===== config.mk =====
export PLATFORM = sky130hd
export DESIGN_NAME = regfile_rename
export DESIGN_NICKNAME = d
export VERILOG_FILES = /design/src/rtl/rv32i_types.sv /design/src/rtl/regfile_rename_popcount.sv /design/src/rtl/regfile_rename.sv
export SDC_FILE = /design/constraint.sdc
export NUM_CORES = 2
export LEC_CHECK = 0
export CAP_MARGIN = 20
export CORE_AREA = 2 2 299 597
export DETAILED_ROUTE_END_ITERATION = 12
export DIE_AREA = 0 0 301 599
export DONT_BUFFER_PORTS = 1
export MAX_ROUTING_LAYER = met4
export PLACE_DENSITY = 0.65
export SLEW_MARGIN = 20
export SYNTH_ARGS = -nofsm -noshare
export SYNTH_HDL_FRONTEND = slang
export SYNTH_SLANG_ARGS = --single-unit
export TNS_END_PERCENT = 30

===== constraint.sdc =====
create_clock -name i_clk -period 14.2 [get_ports i_clk]
set_clock_uncertainty 0.15 [all_clocks]
set_input_delay 2.13 -clock i_clk [delete_from_list [all_inputs] [get_ports i_clk]]
set_output_delay 2.13 -clock i_clk [all_outputs]
set_load 0.01 [all_outputs]

===== src/rtl/rv32i_types.sv =====
// Shared defaults and types for the renaming register file: data/tag widths,
// register index and the per-port commit bundle.
package rv32i_types;

  localparam int XLEN_DEF  = 32;
  localparam int NREGS_DEF = 32;
  localparam int TAG_W_DEF = 3;
  localparam int REG_IDX_W = $clog2(NREGS_DEF);

  typedef logic [REG_IDX_W-1:0] reg_idx_t;
  typedef logic [TAG_W_DEF-1:0] tag_t;
  typedef logic [XLEN_DEF-1:0]  xdata_t;

  typedef struct packed {
    logic     valid;
    reg_idx_t rd;
    tag_t     tag;
    xdata_t   data;
  } cmt_port_t;

endpackage


===== src/rtl/regfile_rename_popcount.sv =====
// Population count of an N-bit vector; feeds the registered busy counter.
module popcount #(
  parameter int N = 32
) (
  input  logic [N-1:0]             i_vec,
  output logic [$clog2(N+1)-1:0]   o_count
);

  localparam int CW = $clog2(N+1);

  always_comb begin
    o_count = '0;
    for (int i = 0; i < N; i++) begin
      o_count = o_count + CW'(i_vec[i]);
    end
  end

endmodule


===== src/rtl/regfile_rename.sv =====
// Architectural register file with rename tags: in-order ROB commits write data,
// allocations mark registers busy under a new tag, reads bypass same-cycle commits.
module regfile_rename
  import rv32i_types::*;
#(
  parameter int XLEN  = XLEN_DEF,
  parameter int NREGS = NREGS_DEF,
  parameter int TAG_W = TAG_W_DEF,
  parameter int NRD   = 3,
  parameter int NCMT  = 2
) (
  input  logic                                    i_clk,
  input  logic                                    i_rst_n,
  input  logic                                    i_alloc_valid,
  input  logic [$clog2(NREGS)-1:0]                i_alloc_rd,
  input  logic [TAG_W-1:0]                        i_alloc_tag,
  input  logic [NCMT-1:0]                         i_cmt_valid,
  input  logic [NCMT-1:0][$clog2(NREGS)-1:0]      i_cmt_rd,
  input  logic [NCMT-1:0][TAG_W-1:0]              i_cmt_tag,
  input  logic [NCMT-1:0][XLEN-1:0]               i_cmt_data,
  input  logic                                    i_flush,
  input  logic [NRD-1:0][$clog2(NREGS)-1:0]       i_rd_addr,
  output logic [NRD-1:0][XLEN-1:0]                o_rd_data,
  output logic [NRD-1:0]                          o_rd_ready,
  output logic [NRD-1:0][TAG_W-1:0]               o_rd_tag,
  output logic [$clog2(NREGS+1)-1:0]              o_busy_count
);

  localparam int CW = $clog2(NREGS+1);

  logic [XLEN-1:0]  r_data [NREGS];
  logic [TAG_W-1:0] r_tag  [NREGS];
  logic [NREGS-1:0] r_busy;
  logic [CW-1:0]    r_busy_count;

  logic [XLEN-1:0]  w_data_nxt [NREGS];
  logic [TAG_W-1:0] w_tag_nxt  [NREGS];
  logic [NREGS-1:0] w_busy_nxt;
  logic [CW-1:0]    w_busy_count_nxt;

  // Later commit ports override earlier ones, so the highest index decides
  // both the written data and whether the busy bit is released.
  always_comb begin
    w_data_nxt = r_data;
    w_tag_nxt  = r_tag;
    w_busy_nxt = r_busy;
    for (int k = 0; k < NCMT; k++) begin
      if (i_cmt_valid[k] && i_cmt_rd[k] != '0) begin
        w_data_nxt[i_cmt_rd[k]] = i_cmt_data[k];
        w_busy_nxt[i_cmt_rd[k]] = (i_cmt_tag[k] == r_tag[i_cmt_rd[k]]) ? 1'b0 : r_busy[i_cmt_rd[k]];
      end
    end
    if (i_alloc_valid && i_alloc_rd != '0 && !i_flush) begin
      w_busy_nxt[i_alloc_rd] = 1'b1;
      w_tag_nxt[i_alloc_rd]  = i_alloc_tag;
    end
    if (i_flush) begin
      w_busy_nxt = '0;
    end
  end

  popcount #(.N(NREGS)) u_popcount (
    .i_vec   (w_busy_nxt),
    .o_count (w_busy_count_nxt)
  );

  always_ff @(posedge i_clk or negedge i_rst_n) begin
    if (!i_rst_n) begin
      for (int r = 0; r < NREGS; r++) begin
        r_data[r] <= '0;
        r_tag[r]  <= '0;
      end
      r_busy       <= '0;
      r_busy_count <= '0;
    end else begin
      r_data       <= w_data_nxt;
      r_tag        <= w_tag_nxt;
      r_busy       <= w_busy_nxt;
      r_busy_count <= w_busy_count_nxt;
    end
  end

  assign o_busy_count = r_busy_count;

  for (genvar i = 0; i < NRD; i++) begin : g_rd
    logic [XLEN-1:0]  w_data;
    logic             w_ready;
    logic [TAG_W-1:0] w_tag;

    always_comb begin
      w_data  = r_data[i_rd_addr[i]];
      w_ready = !r_busy[i_rd_addr[i]];
      w_tag   = r_tag[i_rd_addr[i]];
      for (int k = 0; k < NCMT; k++) begin
        if (i_cmt_valid[k] && i_cmt_rd[k] == i_rd_addr[i]) begin
          w_data  = i_cmt_data[k];
          w_ready = (i_cmt_tag[k] == r_tag[i_rd_addr[i]]) ? 1'b1 : !r_busy[i_rd_addr[i]];
        end
      end
      // x0 and an asserted reset both present the cleared view.
      if (i_rd_addr[i] == '0 || !i_rst_n) begin
        w_data  = '0;
        w_ready = 1'b1;
        w_tag   = '0;
      end
    end

    assign o_rd_data[i]  = w_data;
    assign o_rd_ready[i] = w_ready;
    assign o_rd_tag[i]   = w_tag;
  end

endmodule


==> out/metrics.cfg <==
[run_status]
result_of_the_run = complete, but fails checks
failed_checks = slew limit

[global_routing]
first_global_vias = 78700
groute.usage.overall = 0.5265
global_route_overflow = 0
grt_pass1_wl_mm = 640.2
grt_max_degree = 426
number_of_antenna_violations_at_the_first_check_in_global_routing = 42

[sta]
setup_viol = 0
rsz0062_at_grt = no
max_slew.worst_pin.slew_ns = 2.553
max-slew-margin-rel = -0.7020
setup_tns_ns = 0
drv_slew = 334
layout_setup_ws_ns = 3.801
highest_achievable_clock_rate_mhz = 96.16
timing_hold_violations_final = 0
layout_worst_path_cycle_share = 0.7323
final_period_minus_worst_setup_slack_ns = 10.40

[layout]
mostFrequentLayoutCell = mux2i_1
finish.cell_count_without_fillers = 10530
syn2layout_area_growth_pct = 5.478
final_net_count = 8204
final.fill_count = 15790
drive_above_1_share = 0.1475
finalCoreUtilization = 0.5248
most-common-layout-cells = mux2i_1 (1,617), dfrtp_1 (1,158), nand2_1 (964)

[clock_tree]
post_cts_buffers = 0
clock_tree.htree_level_count = 3
gates_resized_cts_repair = 0
cts_root_buffer = clkbuf_16
cts_made_buffers = 115
insertion_delay_ns = 0.82
cts-hold-fix-buffers = 0
numClockSinks = 1158
cts.reportedPaths.clkPinSlew_ns = 0.07
cts.path.max_buffers = 3
tritoncts = done

[synth]
ys_seq_elements = 1158
synth.net_count = 9013
synthCells = 8872
synth_async_sr_flop_share = 1.000
synthesis.area_per_instance_sq_um = 9.866
synth_enable_flop_cells = 0
yosys_warnings = 0
yosysUniqueCellTypes = 76
synth_flop_cell = dfrtp_1
post_synth_design_cell_area_sq_mm = 0.08753
seq_total_area_yosys = 0.3311

[placed_design]
dpl_worst_slack_ns = 4.334
portBuffers = 0
gp_congestion = 1.098
placed_cells_incl_taps = 10240
hpwl_after_detailed_placement_mm = 275.6

[power_and_ir_drop]
switching_share_of_power = 0.3629
part_of_the_total_power_dissipated_in_sequential_elements = 0.430
power.static_leakage_nw = 36.82
power-per-cell-area_mw_per_mm2 = 129.8
power.net_switching_mw = 4.348
share_comb_of_total_power = 0.288
clkPwrFrac = 0.283
report.power.total_mw = 11.98
internal_power_mw = 7.634
worst_ir_drop_vdd_mv = 0.1152

[worst_setup_path]
cp_data_arrival_time_ns = 8.12
setup.worst_path.start_class = primary input
reg2reg_setup_slack_ns = 5.38
crit_path_required_time_ns = 11.92
critical_path.n_buffers_inverters = 4
timing_worst_setup_path_type = primary input to primary output
crit_slowest_cell = nor3_1
critical_path.endpoint_type = primary output
critical-path-top-delay-family = buffers and inverters
crit_path_max_incr_delay_ns = 0.82
path_cells = buf_16, buf_16, buf_16, buf_16, mux2i_1, o221ai_1, o22ai_1, nor3_1, nor2_1, a211o_1, a21oi_1
worst-path-max-fanout = 110
timing.critical_path.mode_cell = buf_16

[floorplanning]
fp.dieArea_sq_mm = 0.1803
coreArea_sq_mm = 0.1759
floorplan.die.width_um = 301
design.portCount = 223
initial_core_util = 0.4975
placementRows = 218
die_height_um = 599

[detailed_routing]
remaining_drc_errors = 0
routed_wl_mm = 464.0
route.detailed.vias_per_inst = 7.873
drt_pass1_iterations = 9
antenna_viol_nets_final = 0
route.vias.total = 82920
routed_wl_per_cell_um = 44.06
drt_first_iter_violations = 14280

[min_path]
worst_hold_path_type = flop to flop

[flow_run]
maxCapViolCount = 0

==> routing by layer <==
layer / track usage / vias up / part of all wire
met3: 0.2413 / 3072 / 0.14
met1: 0.5349 / 40590 / 0.30
met5: - / - / 0
met4: 0.5393 / 0 / 0.13
met2: 0.7241 / 7673 / 0.42
li1: - / 31580 / -
==> cell type report <==
type,instances,area (sq um),share of cell area
Multi-Input combinational cell,6570,54460,0.5898
Antenna cell,64,160.2,0.001735
Inverter,38,147.6,0.001599
Sequential cell,1158,28980,0.3139
Tap cell,2310,2890,0.03131
Clock buffer,147,3149,0.03411
Timing Repair Buffer,180,1714,0.01857
Clock inverter,65,827.0,0.008958
==> final timing paths <==
path | cells after the start | end | startpoint
max in group asynchronous | 6 | r_data[724]$_DFF_PN0_ | i_rst_n
worst min register to register | 0 | r_data[1015]$_DFF_PN0_ | r_data[1015]$_DFF_PN0_
worst max register to register | 22 | o_busy_count[4]$_DFF_PN0_ | r_tag[25]$_DFFE_PN0P_
worst max-delay path | 11 | o_rd_data[0] | i_rd_addr[0]
worst min-delay path | 0 | r_data[1015]$_DFF_PN0_ | r_data[1015]$_DFF_PN0_
min in group asynchronous | 1 | r_data[706]$_DFF_PN0_ | i_rst_n
==> cell families (layout without fill, tap and decap cells) <==
| kind of cell | count (synthesis) | after routing | synth area share |
|---|---|---|---|
| muxes | 2315 | 2315 | 0.3538 |
| AOI/OAI and AO/OA | 2105 | 2105 | 0.1503 |
| and+or+nand+nor | 2066 | 2066 | 0.09858 |
| DFF | 1158 | 1158 | 0.3311 |
| buffers and inverters | 1144 | 430 | 0.05438 |
| xor gates and xnor gates | 52 | 52 | 0.005203 |
| adders and majority gates | 32 | 32 | 0.006633 |
| other | 0 | 64 | 0 |
==> state kept, by name, indices dropped and copies added (netlist names) <==
register	cells
r_data	1024
r_tag	96
o_busy_count	6
r_busy	32
==> cell usage after synthesis, types with 8 or more instances <==
cell | number | area share
mux2i_1 | 1617 | 0.18
dfrtp_1 | 1158 | 0.33
nand2_1 | 985 | 0.042
clkbuf_1 | 722 | 0.031
nor2_1 | 675 | 0.029
o21ai_0 | 631 | 0.036
a21oi_1 | 623 | 0.036
mux4_2 | 607 | 0.16
o221ai_1 | 291 | 0.029
nor3_1 | 181 | 0.010
o22ai_1 | 178 | 0.013
buf_2 | 164 | 0.0094
buf_1 | 160 | 0.0069
mux2_2 | 85 | 0.011
a211o_1 | 81 | 0.0081
a211oi_1 | 54 | 0.0046
a32oi_1 | 51 | 0.0051
buf_4 | 49 | 0.0042
inv_1 | 36 | 0.0015
nand3_1 | 35 | 0.0020
o211ai_1 | 34 | 0.0029
a31oi_1 | 32 | 0.0023
xor2_1 | 28 | 0.0028
nor2b_1 | 27 | 0.0019
fa_1 | 24 | 0.0055
o211a_1 | 24 | 0.0027
xnor2_1 | 24 | 0.0024
nand2b_1 | 20 | 0.0014
nor4_1 | 20 | 0.0014
or3_1 | 20 | 0.0014
a221oi_1 | 19 | 0.0019
nand4_1 | 17 | 0.0012
or2_2 | 16 | 0.0011
nand3b_1 | 13 | 0.0011
a311oi_1 | 12 | 0.0012
a22oi_1 | 11 | 0.00094
buf_6 | 10 | 0.0013
o21a_1 | 10 | 0.00086
and3_1 | 8 | 0.00057
ha_1 | 8 | 0.0011
==> stage by stage <==
step | hold WS (ns) | area, sq um
2_1_floorplan | 0.3155 | 87530
3_3_place_gp | 0.2505 | 87730
3_5_place_dp | 0.2606 | 87760
4_1_cts | 0.2776 | 91730
5_1_grt | 0.2887 | 92280
6_report | 0.2787 | 92320
==> power by group through the flow <==
stage / logic [mW] / registers, mW / clock network [mW]
after floorplan: 2.59 / 4.68 / 0
after global placement: 3.08 / 5.02 / 0
after detailed placement: 3.17 / 5.09 / 0
after CTS: 3.18 / 5.04 / 3.37
after global routing: 3.61 / 5.18 / 3.49
final: 3.45 / 5.15 / 3.39
(Power assumes the default switching activity.)
